## config.mk

```make
export PLATFORM = sky130hd
export DESIGN_NAME = mux32_reg
export DESIGN_NICKNAME = d
export VERILOG_FILES = /design/src/rtl/mux32_pkg.sv /design/src/rtl/mux2_core.sv /design/src/rtl/mux32_reg.sv
export SDC_FILE = /design/constraint.sdc
export NUM_CORES = 1
export LEC_CHECK = 0
export BUFFER_PORTS_ARGS = -buffer_cell sky130_fd_sc_hd__buf_4
export CORE_MARGIN = 3
export CORE_UTILIZATION = 30
export CTS_BUF_LIST = sky130_fd_sc_hd__clkbuf_16
export DETAILED_ROUTE_END_ITERATION = 8
export SYNTH_ARGS = -nofsm -noshare
export SYNTH_HDL_FRONTEND = slang
export SYNTH_HIERARCHICAL = 1
export SYNTH_SLANG_ARGS = --single-unit
```

## constraint.sdc

```tcl
create_clock -name clk -period 1.35 [get_ports clk]
set_input_delay 0.27 -clock clk [delete_from_list [all_inputs] [get_ports clk]]
set_output_delay 0.27 -clock clk [all_outputs]
set_load 0.03 [all_outputs]
```

## src/rtl/mux32_pkg.sv

```systemverilog
// Shared definitions for the execute-stage operand-select mux.
// Optional parity output is enabled by defining MUX32_PARITY_EN.
package mux32_pkg;

    localparam int XLEN = 32;

    localparam logic SEL_A = 1'b0;
    localparam logic SEL_B = 1'b1;

    // Even parity bit: this is the XOR reduction of the input word.
    function automatic logic parity_of(input logic [XLEN-1:0] word);
        return ^word;
    endfunction

endpackage : mux32_pkg

```

## src/rtl/mux2_core.sv

```systemverilog
// Purely combinational WIDTH-bit 2:1 mux; any sel other than SEL_B picks a.
module mux2_core
    import mux32_pkg::*;
#(
    parameter int WIDTH = XLEN
) (
    input  logic [WIDTH-1:0] a,
    input  logic [WIDTH-1:0] b,
    input  logic             sel,
    output logic [WIDTH-1:0] y
);

    always_comb begin
        y = (sel == SEL_B) ? b : a;
    end

endmodule : mux2_core

```

## src/rtl/mux32_reg.sv

```systemverilog
// Operand-select mux with zero-latency output y and an enable/flush register y_q.
// Define MUX32_PARITY_EN to add the registered even-parity output y_q_par.
module mux32_reg
    import mux32_pkg::*;
#(
    parameter int               WIDTH     = XLEN,
    parameter logic [WIDTH-1:0] RESET_VAL = '0
) (
    input  logic             clk,
    input  logic             reset,
    input  logic [WIDTH-1:0] a,
    input  logic [WIDTH-1:0] b,
    input  logic             sel,
    input  logic             en,
    input  logic             flush,
    output logic [WIDTH-1:0] y,
    output logic [WIDTH-1:0] y_q,
    output logic             y_q_valid
`ifdef MUX32_PARITY_EN
    ,
    output logic             y_q_par
`endif
);

    logic [WIDTH-1:0] y_q_d;
    logic             valid_q;
    logic             valid_d;

    mux2_core #(
        .WIDTH (WIDTH)
    ) u_core (
        .a   (a),
        .b   (b),
        .sel (sel),
        .y   (y)
    );

    // Flush outranks enable; with neither asserted, the register holds.
    always_comb begin
        y_q_d   = y_q;
        valid_d = valid_q;
        if (flush) begin
            y_q_d   = RESET_VAL;
            valid_d = 1'b0;
        end else if (en) begin
            y_q_d   = y;
            valid_d = 1'b1;
        end
    end

    // NOTE: the reset check lives inside the clocked block, so it takes effect only at an edge.
    always_ff @(posedge clk) begin
        if (reset) begin
            y_q     <= RESET_VAL;
            valid_q <= 1'b0;
        end else begin
            y_q     <= y_q_d;
            valid_q <= valid_d;
        end
    end

    assign y_q_valid = valid_q;

`ifdef MUX32_PARITY_EN
    logic par_q;
    logic par_d;

    always_comb begin
        par_d = par_q;
        if (flush) begin
            par_d = ^RESET_VAL;
        end else if (en) begin
            par_d = ^y;
        end
    end

    always_ff @(posedge clk) begin
        if (reset) begin
            par_q <= ^RESET_VAL;
        end else begin
            par_q <= par_d;
        end
    end

    assign y_q_par = par_q;
`endif

endmodule : mux32_reg

```

# [Yosys cells after proc, flatten, opt, wreduce, memory -nomap -nowiden]
# Index checks and enable logic that the tools add are counted.
[classes] muxes=1 n_reduce_logical=1
[op_table] cell="2-to-1 mux 32 bit" n=1
[op_table] cell="OR reduction 2 bit" n=1
[totals] regBits=33 inputBits=69 word_cells=4 out_inout_bits=65

# [Depth between registers and ports, before layout]
# Gate-level depths: netlist (run 1).
[logic_depth] depth_word=1 ltp_mapped=5 depth_no_buf=3

# [By module]
# Netlist (run 1), hierarchy kept.
[modules_own_cells] mod="mux32_reg" n_inst=1 seq_area_each_um2=660.6 area_per_inst_um2=1214.9 cells_per_inst=108
[modules_own_cells] mod="mux2_core" n_inst=1 seq_area_each_um2=0.0 area_per_inst_um2=544.3 cells_per_inst=36

# [Least setup slack after synthesis (run 1)]
# No wires, ideal clock.
[synth_timing] path_kind="in2reg" start="in sel" end="reg y_q[0]" t_arrival_ns=1.061 path_slack_ns=0.175 path_stages=5 setup_time_ns=0.115 required_time_ns=1.235 path_buffers=2 path_cell_list="buf_6 -> buf_12 -> mux2_4 -> mux2i_1 -> nor2_1"
[synth_between] elab_chain_len=1
[synth_lines] item="from (decl)" line="mux32_reg.sv:13" text="input logic sel,"
[synth_lines] item="2-to-1 mux 32 bit" line="mux2_core.sv:14" text="y = (sel == SEL_B) ? b : a;"
[synth_lines] item="via y[0]" line="mux32_reg.sv:16" text="output logic [WIDTH-1:0] y,"
[synth_lines] item="to (signal assigned)" line="mux32_reg.sv:57" text="y_q <= y_q_d;"
[synth_lines] item="to (decl)" line="mux32_reg.sv:17" text="output logic [WIDTH-1:0] y_q,"
# The timed path passes the listed nets, and every way through them passes these cells.
# A chain may end at the register's enable or synchronous reset.

# [Worst setup path in the final report (run 1)]
[layout_timing] start="in sel" end="out y[18]"
[layout_between] elab_chain_len=1
[layout_lines] item="2-to-1 mux 32 bit" line="mux2_core.sv:14"
[layout_lines] item="to (decl)" line="mux32_reg.sv:16"
# No other way between the ends.

==> results of run 1 <==
[cell usage after synthesis (all sizes together)]
cell / count
nor2: 34
or2: 1
mux2: 32
buf: 12
dfxtp: 33
mux2i: 32
[report_power, final]
| group | internal (mW) | leakage [nW] | switching, mW |
|---|---|---|---|
| clock network | 0.658 | 0.0685 | 0.365 |
| registers | 1.01 | 0.269 | 0.0181 |
| logic | 0.486 | 1.24 | 0.449 |
[worst min-delay path, delay by kind of cell]
kind,cells,cell delay [ps]
AND/OR/NAND/NOR,1,70
multiplexers,2,190
buffers and inverters,1,80
[cell type report]
class	count	area (um2)
Timing Repair Buffer	144	1200
Tap cell	72	90.1
Clock buffer	5	125
Multi-Input combinational cell	99	930
Fill cell	521	2560
Clock inverter	2	7.51
Sequential cell	33	661
[per-stage QoR]
stage | instance area [um2] | TNS (ps) | setup slack, ps | power, mW
after floorplan | 1760 | 0 | 175 | 1.60
after global placement | 2790 | 0 | 0.637 | 1.94
after detailed placement | 2790 | -14.1 | -2.87 | 1.95
after CTS | 2980 | 0 | 0.218 | 3.02
after global routing | 3010 | 0 | 13.8 | 3.15
final | 3010 | 0 | 36.6 | 2.99
[flip-flops by register name (all words and copies together), names as in the netlist]
| signal | flops |
|---|---|
| y_q | 32 |
| y_q_valid | 1 |
[routing by layer]
metal | track usage | vias up
met4 | 0.0392 | 0
li1 | - | 767
met3 | 0.0640 | 4
met5 | 0 | -
met1 | 0.165 | 701
met2 | 0.238 | 79
[final timing paths]
path | to | slack, ps | depth (start not counted)
hold reg to reg | y_q_valid | 470 | 2
setup reg to reg | y_q[5] | 710 | 2
setup / recovery | y[18] | 40 | 4
hold / removal | y_q[21] | 380 | 4
[timing repair]
item | in CTS | in global routing
endpoints found under the setup margin | 15 | 17
gates resized for setup | 15 | 2
cloned | 0 | 1
[cell families (layout without fill, tap and decap cells)]
family	count (synthesis)	after routing
DFF	33	33
and+or+nand+nor	35	35
buffers and inverters	12	151
muxes	64	64
==> impl_summary.md, run 1 <==
Run status
The run finished with clean final reports.

GRT
The maximum number of pins on one net before global-route repair is 34. The number of global-route vias before repair is 1567. The total congestion overflow after global routing is 0. The first global-routing pass estimated 7.37 mm of wire. The initial antenna violation count was 0. In the global route stage, overall resource usage came out at 0.143.

Synth
Yosys mapped the design onto 11 distinct sky130hd cell types. The cell count after synthesis is 144. The complex-gate fraction of the synthesized area came to 0. The mapped netlist covers 0.00176 mm2. The largest area contributor in the netlist is sky130_fd_sc_hd__dfxtp_1. Counting flops and latches in the post-synthesis netlist gives 33. After synthesis, the cell types taking the most area are sky130_fd_sc_hd__dfxtp_1 38%, sky130_fd_sc_hd__mux2_4 26%, sky130_fd_sc_hd__mux2i_1 18%, sky130_fd_sc_hd__nor2_1 7.0%, sky130_fd_sc_hd__buf_12 3.4%.

The share of the Yosys chip area taken by registers is 0.376. The portion of synthesized area spent on multiplexers is 0.451. The synthesized netlist net count is 213. The post-synthesis simple-gate area fraction is 0.0775. The mean instance size in the synthesized netlist is 12.2 um2.

The share of the synthesized area in the top cell type is 0.376. The number of warnings issued by yosys is 6. The adder and majority cell fraction of the synthesized area is 0. By area, the combinational part of the netlist is dominated by multiplexers. Of the total synthesized cell area, the portion taken by XOR and XNOR cells is 0.

Timing
The slew at the pin closest to its max-slew limit is 367 ps. The worst pin sits at a relative slew slack of 0.756. In the finished design, the share of the clock period the worst path needs comes to 0.973. Setup repair after global routing left no endpoint under its margin. Between clock sinks in the finished design, the worst skew comes to 0 ps. The peak clock frequency supported by timing is 761 MHz. The count of final hold-check violations is 0. Hold timing on the final database bottoms out at a slack of 375 ps. Setup violations remaining at the end of the flow were counted as 0. Subtracting the final worst setup slack from the clock period gives 1310 ps. The final count of pins violating max slew came to 0.

Drt
The mean number of vias per cell is 4.37. The routed length on met1 is 1.90 mm. The final antenna-violating net count is 0. The met2 wire length is 2.51 mm. In the final routed layout, each cell accounts on average for 14.2 um.

The DRC violation count after routing is 0. Detailed routing inserted a total of 1551 vias. The iteration count of the initial detailed-routing pass is 4. Summed over all layers, the routed wires come to 5.03 mm. In this run, the number of DRC markers left after iteration 0 of detailed routing was 11. The highest layer touched by signal routing is met4. The met3 wire length is 586 um.

Hold path
The startpoint identified for the worst hold timing path is b[21]. In this run the worst hold path is classified as primary input to register.

Floorplanning
The core footprint is 0.00557 mm2. During I/O placement, the number of pins put on the boundary was 134. The width of the die is 82.6 um. The starting density of the core is 0.316. The die area is 0.00682 mm2. The row count is 27.

The die is 82.6 um tall.

Setup path
The category of the worst setup path capture point is a primary output. The critical path's largest stage delay is 330 ps. The launching element of the worst setup path is sel. For the worst setup path, the data required time is 1080 ps. The biggest fanout along the worst timing path is 16. The worst register-to-register path begins at y_q[5]. The family with the most delay on the worst path is buffers and inverters. Among the stages of the critical path, the cell type that occurs most often is sky130_fd_sc_hd__buf_6. The signal on the critical path passes through buf_6 > buf_12 > mux2_4 > buf_6. The cell with the largest stage delay on the worst path is sky130_fd_sc_hd__mux2_4. STA classifies the critical path startpoint as a primary input.

The start-to-end type of the worst setup path is primary input to primary output. The buffering stage count on the worst path with inverters included is 3. STA puts the critical path data arrival time at 1040 ps.

Placement
Input and output buffers added on the ports amount to 133. Once detailed placement completed, the half-perimeter wirelength came to 3.90 mm. The final RePlAce weighted congestion is 0.661. The number of instances in the placed design is 347.

CTS
Counting the buffers created by CTS gives 5. The maximum level of the CTS H-tree is 2. The clock root buffer master is sky130_fd_sc_hd__clkbuf_16. The CTS tree is done.

After clock tree synthesis, the clock-pin slew on the worst setup and hold paths is 50 ps. The clock network latency to the later pin of the worst-skew pair is 270 ps. Once the clock tree was built, the setup fixing pass inserted 0 buffers. The clock passes through at most 2 buffers. Clock tree synthesis found a total of 33 sinks. The number of buffers added to fix hold violations after cts is 0.

Final layout
The fraction of layout cells with a size suffix above 1 is 0.643. The finished layout holds 355 standard cells, fillers aside. The final layout contains 352 nets. The area growth from synthesis to layout is 71.3%. The top cell types in the final layout, fill and taps aside, are 123 x sky130_fd_sc_hd__buf_4, 33 x sky130_fd_sc_hd__nor2_1, 33 x sky130_fd_sc_hd__dfxtp_1, 32 x sky130_fd_sc_hd__mux2i_1, 30 x sky130_fd_sc_hd__mux2_4. The count of inserted antenna diode cells is 0. The library cell used most frequently in the layout, excluding fill and tap cells, is sky130_fd_sc_hd__buf_4. The final core area utilization is 0.541.

Pwr
Dividing total power by cell area gives a power density of 992 mW/mm2. Across the VDD grid, the largest voltage drop is 0.456 mV. For this design the static power due to leakage is 1.58 nW.

Flow run
The max-cap violation count is 0.
Power figures use the tool's default switching activity.
==> run 2: changes to the inputs <==
Settings changed: BUFFER_PORTS_ARGS -buffer_cell sky130_fd_sc_hd__buf_4 to -buffer_cell sky130_fd_sc_hd__clkbuf_2.
==> impl_summary.md, run 2 (synthesis gave the netlist of run 1 again) <==
Run status
The run finished with clean final reports.

Pwr
The leakage power summed over all cells is 1.54 nW. For this design the ratio of total power to cell area is 1050 mW/mm2. Power comes to 2.94 mW. The worst vdd rail ir drop is 0.486 mV.

CTS
The clock tree synthesis step divided the H-tree into 2 levels. The buffers inserted during post-CTS setup optimization is 0. The longest clock path from root to sink contains 2 buffers. The number of hold buffers added after CTS was 0. Clock-pin slew was measured on the worst setup and hold paths at 50 ps. TritonCTS built the clock tree. In this run, CTS created clock tree buffers numbering 5. Counting every sink on the clock net gives 33.

The clock root buffer master is sky130_fd_sc_hd__clkbuf_16. The later pin in the worst-skew pair is clocked with a latency of 270 ps.

Timing
In this run the tightest slew margin relative to its limit is 0.865. The count of final hold-check violations is 0. Setup violations remaining at the end of the flow were counted as 0. Based on the critical path, the design can be clocked at up to 752 MHz. The accumulated negative setup slack is 0 ps. The period utilization is 0.985. The slew at the pin closest to its max-slew limit is 202 ps. Setup repair after global routing could not meet its margin everywhere. Across the routed clock network, the largest skew measured is 0 ps. The worst path meets setup with 20.5 ps of slack. The final critical path time including I/O delays and setup is 1330 ps. The final count of pins violating max slew is 0.

Final layout
The post-layout instance area is 0.00281 mm2. At the end of the flow the core is filled with cells to 0.505. From synthesis to final layout, the design area changed by 59.9%.

The flip-flop count of the largest register, all copies and words added is 32. The count of inserted antenna diode cells is 0. The fraction of layout cells with a size suffix above 1 is 0.651. In the layout the commonest cells are 105 x sky130_fd_sc_hd__clkbuf_2, 33 x sky130_fd_sc_hd__nor2_1, 33 x sky130_fd_sc_hd__dfxtp_1, 32 x sky130_fd_sc_hd__mux2i_1, 31 x sky130_fd_sc_hd__mux2_4. Counting flops per register, the top entry is y_q.

The most frequent standard cell in the layout excluding fill and tap cells is sky130_fd_sc_hd__clkbuf_2. The layout has 517 filler cells. The final layout net count is 357.

Floorplanning
From left edge to right edge, the die measures 82.6 um. The core region is 0.00557 mm2. The starting density of the core is 0.316. During I/O placement, the number of pins put on the boundary was 134. The die covers 0.00682 mm2. The row count is 27. The chip height is 82.6 um.

Drt
Before antenna repair, the detailed router went through 4 iterations. In the routed design, unresolved DRC markers number 0. The mean number of vias per cell is 4.37. The routed layout has 1578 vias. In this run the remaining antenna-violating nets after routing total 0. The total wire length after detailed routing is 4.81 mm. In the final routed layout, each cell accounts on average for 13.3 um. The DRC violation total after the first TritonRoute iteration is 20.

Placement
At the placement stage, the worst setup path has a slack of -95.6 ps. At the end of routability-driven placement, the weighted congestion stood at 0.677. In this run the tool buffered the top-level ports with 133 buffer cells.

The placed instance area is 0.00250 mm2. The half-perimeter wire length after detailed placement is 3.76 mm.

Setup path
STA classifies the critical path endpoint as a primary output. For the worst setup path, the data required time is 1080 ps. The startpoint identified for the worst register-to-register timing path is y_q[31].

Along the worst path, the maximum fanout reaches 7. Data arrives at the worst endpoint at 1060 ps. The critical path starts at sel. The launching element type of the critical path is a primary input. The start-to-end type of the worst setup path is primary input to primary output.

Hold path
The path class of the lowest-slack min-delay path is primary input to register. In this run the most critical hold path is launched from b[22].

GRT
The initial antenna violation count came to 0. The total global-route track usage is 0.138. The total overflow left after global routing is 0. The first global-routing pass estimated 7.09 mm of wire. The number of global-route vias before repair was 1498. The maximum number of pins on one net before global-route repair is 20.

Flow run
Max-cap violations in this run came to 0.
-- run 2: per-stage QoR --
step | hold slack (ps) | std cells
after floorplan | 576 | 144
after global placement | 466 | 351
after detailed placement | 468 | 351
after CTS | 368 | 361
after global routing | 382 | 361
final | 375 | 361
-- run 2: timing repair --
| item | CTS | global route |
|---|---|---|
| cloned | 2 | 0 |
| setup endpoints to repair | 31 | 12 |
| resized for setup | 31 | 14 |
| pin swaps | 0 | 0 |
-- run 2: layout make-up --
class / instances / area [um2] / share of cell area
clock buffer: 5 / 125 / 0.0445
clock inverter: 3 / 12.5 / 0.00445
multi-input combinational: 99 / 933 / 0.332
sequential: 33 / 661 / 0.235
tap: 72 / 90.1 / 0.0320
timing repair buffer: 149 / 991 / 0.352
-- run 2: path summary, 6_finish.rpt --
check / end / slack (ps) / cells past startpoint
worst max-delay path: y[23] / 20 / 4
worst min-delay path: y_q[22] / 370 / 4
worst max register to register: y_q[31] / 750 / 2
worst min register to register: y_q_valid / 480 / 2
-- run 2: critical path, stage by stage --
cell and delay (ps):
sky130_fd_sc_hd__clkbuf_16 150, sky130_fd_sc_hd__buf_4 150, sky130_fd_sc_hd__mux2_4 310, sky130_fd_sc_hd__buf_4 170
-- run 2: power breakdown --
group / internal [mW] / switching, mW / total (mW)
logic: 0.414 / 0.447 / 0.862
clock network: 0.665 / 0.384 / 1.05
registers: 1.01 / 0.0178 / 1.03
-- run 2: routing by layer --
metal / vias up / global-route usage / part of all wire
li1: 786 / - / -
met1: 712 / 0.165 / 0.41
met2: 78 / 0.234 / 0.49
met3: 2 / 0.0510 / 0.097
met4: 0 / 0.0343 / 0.0050
met5: - / 0 / 0
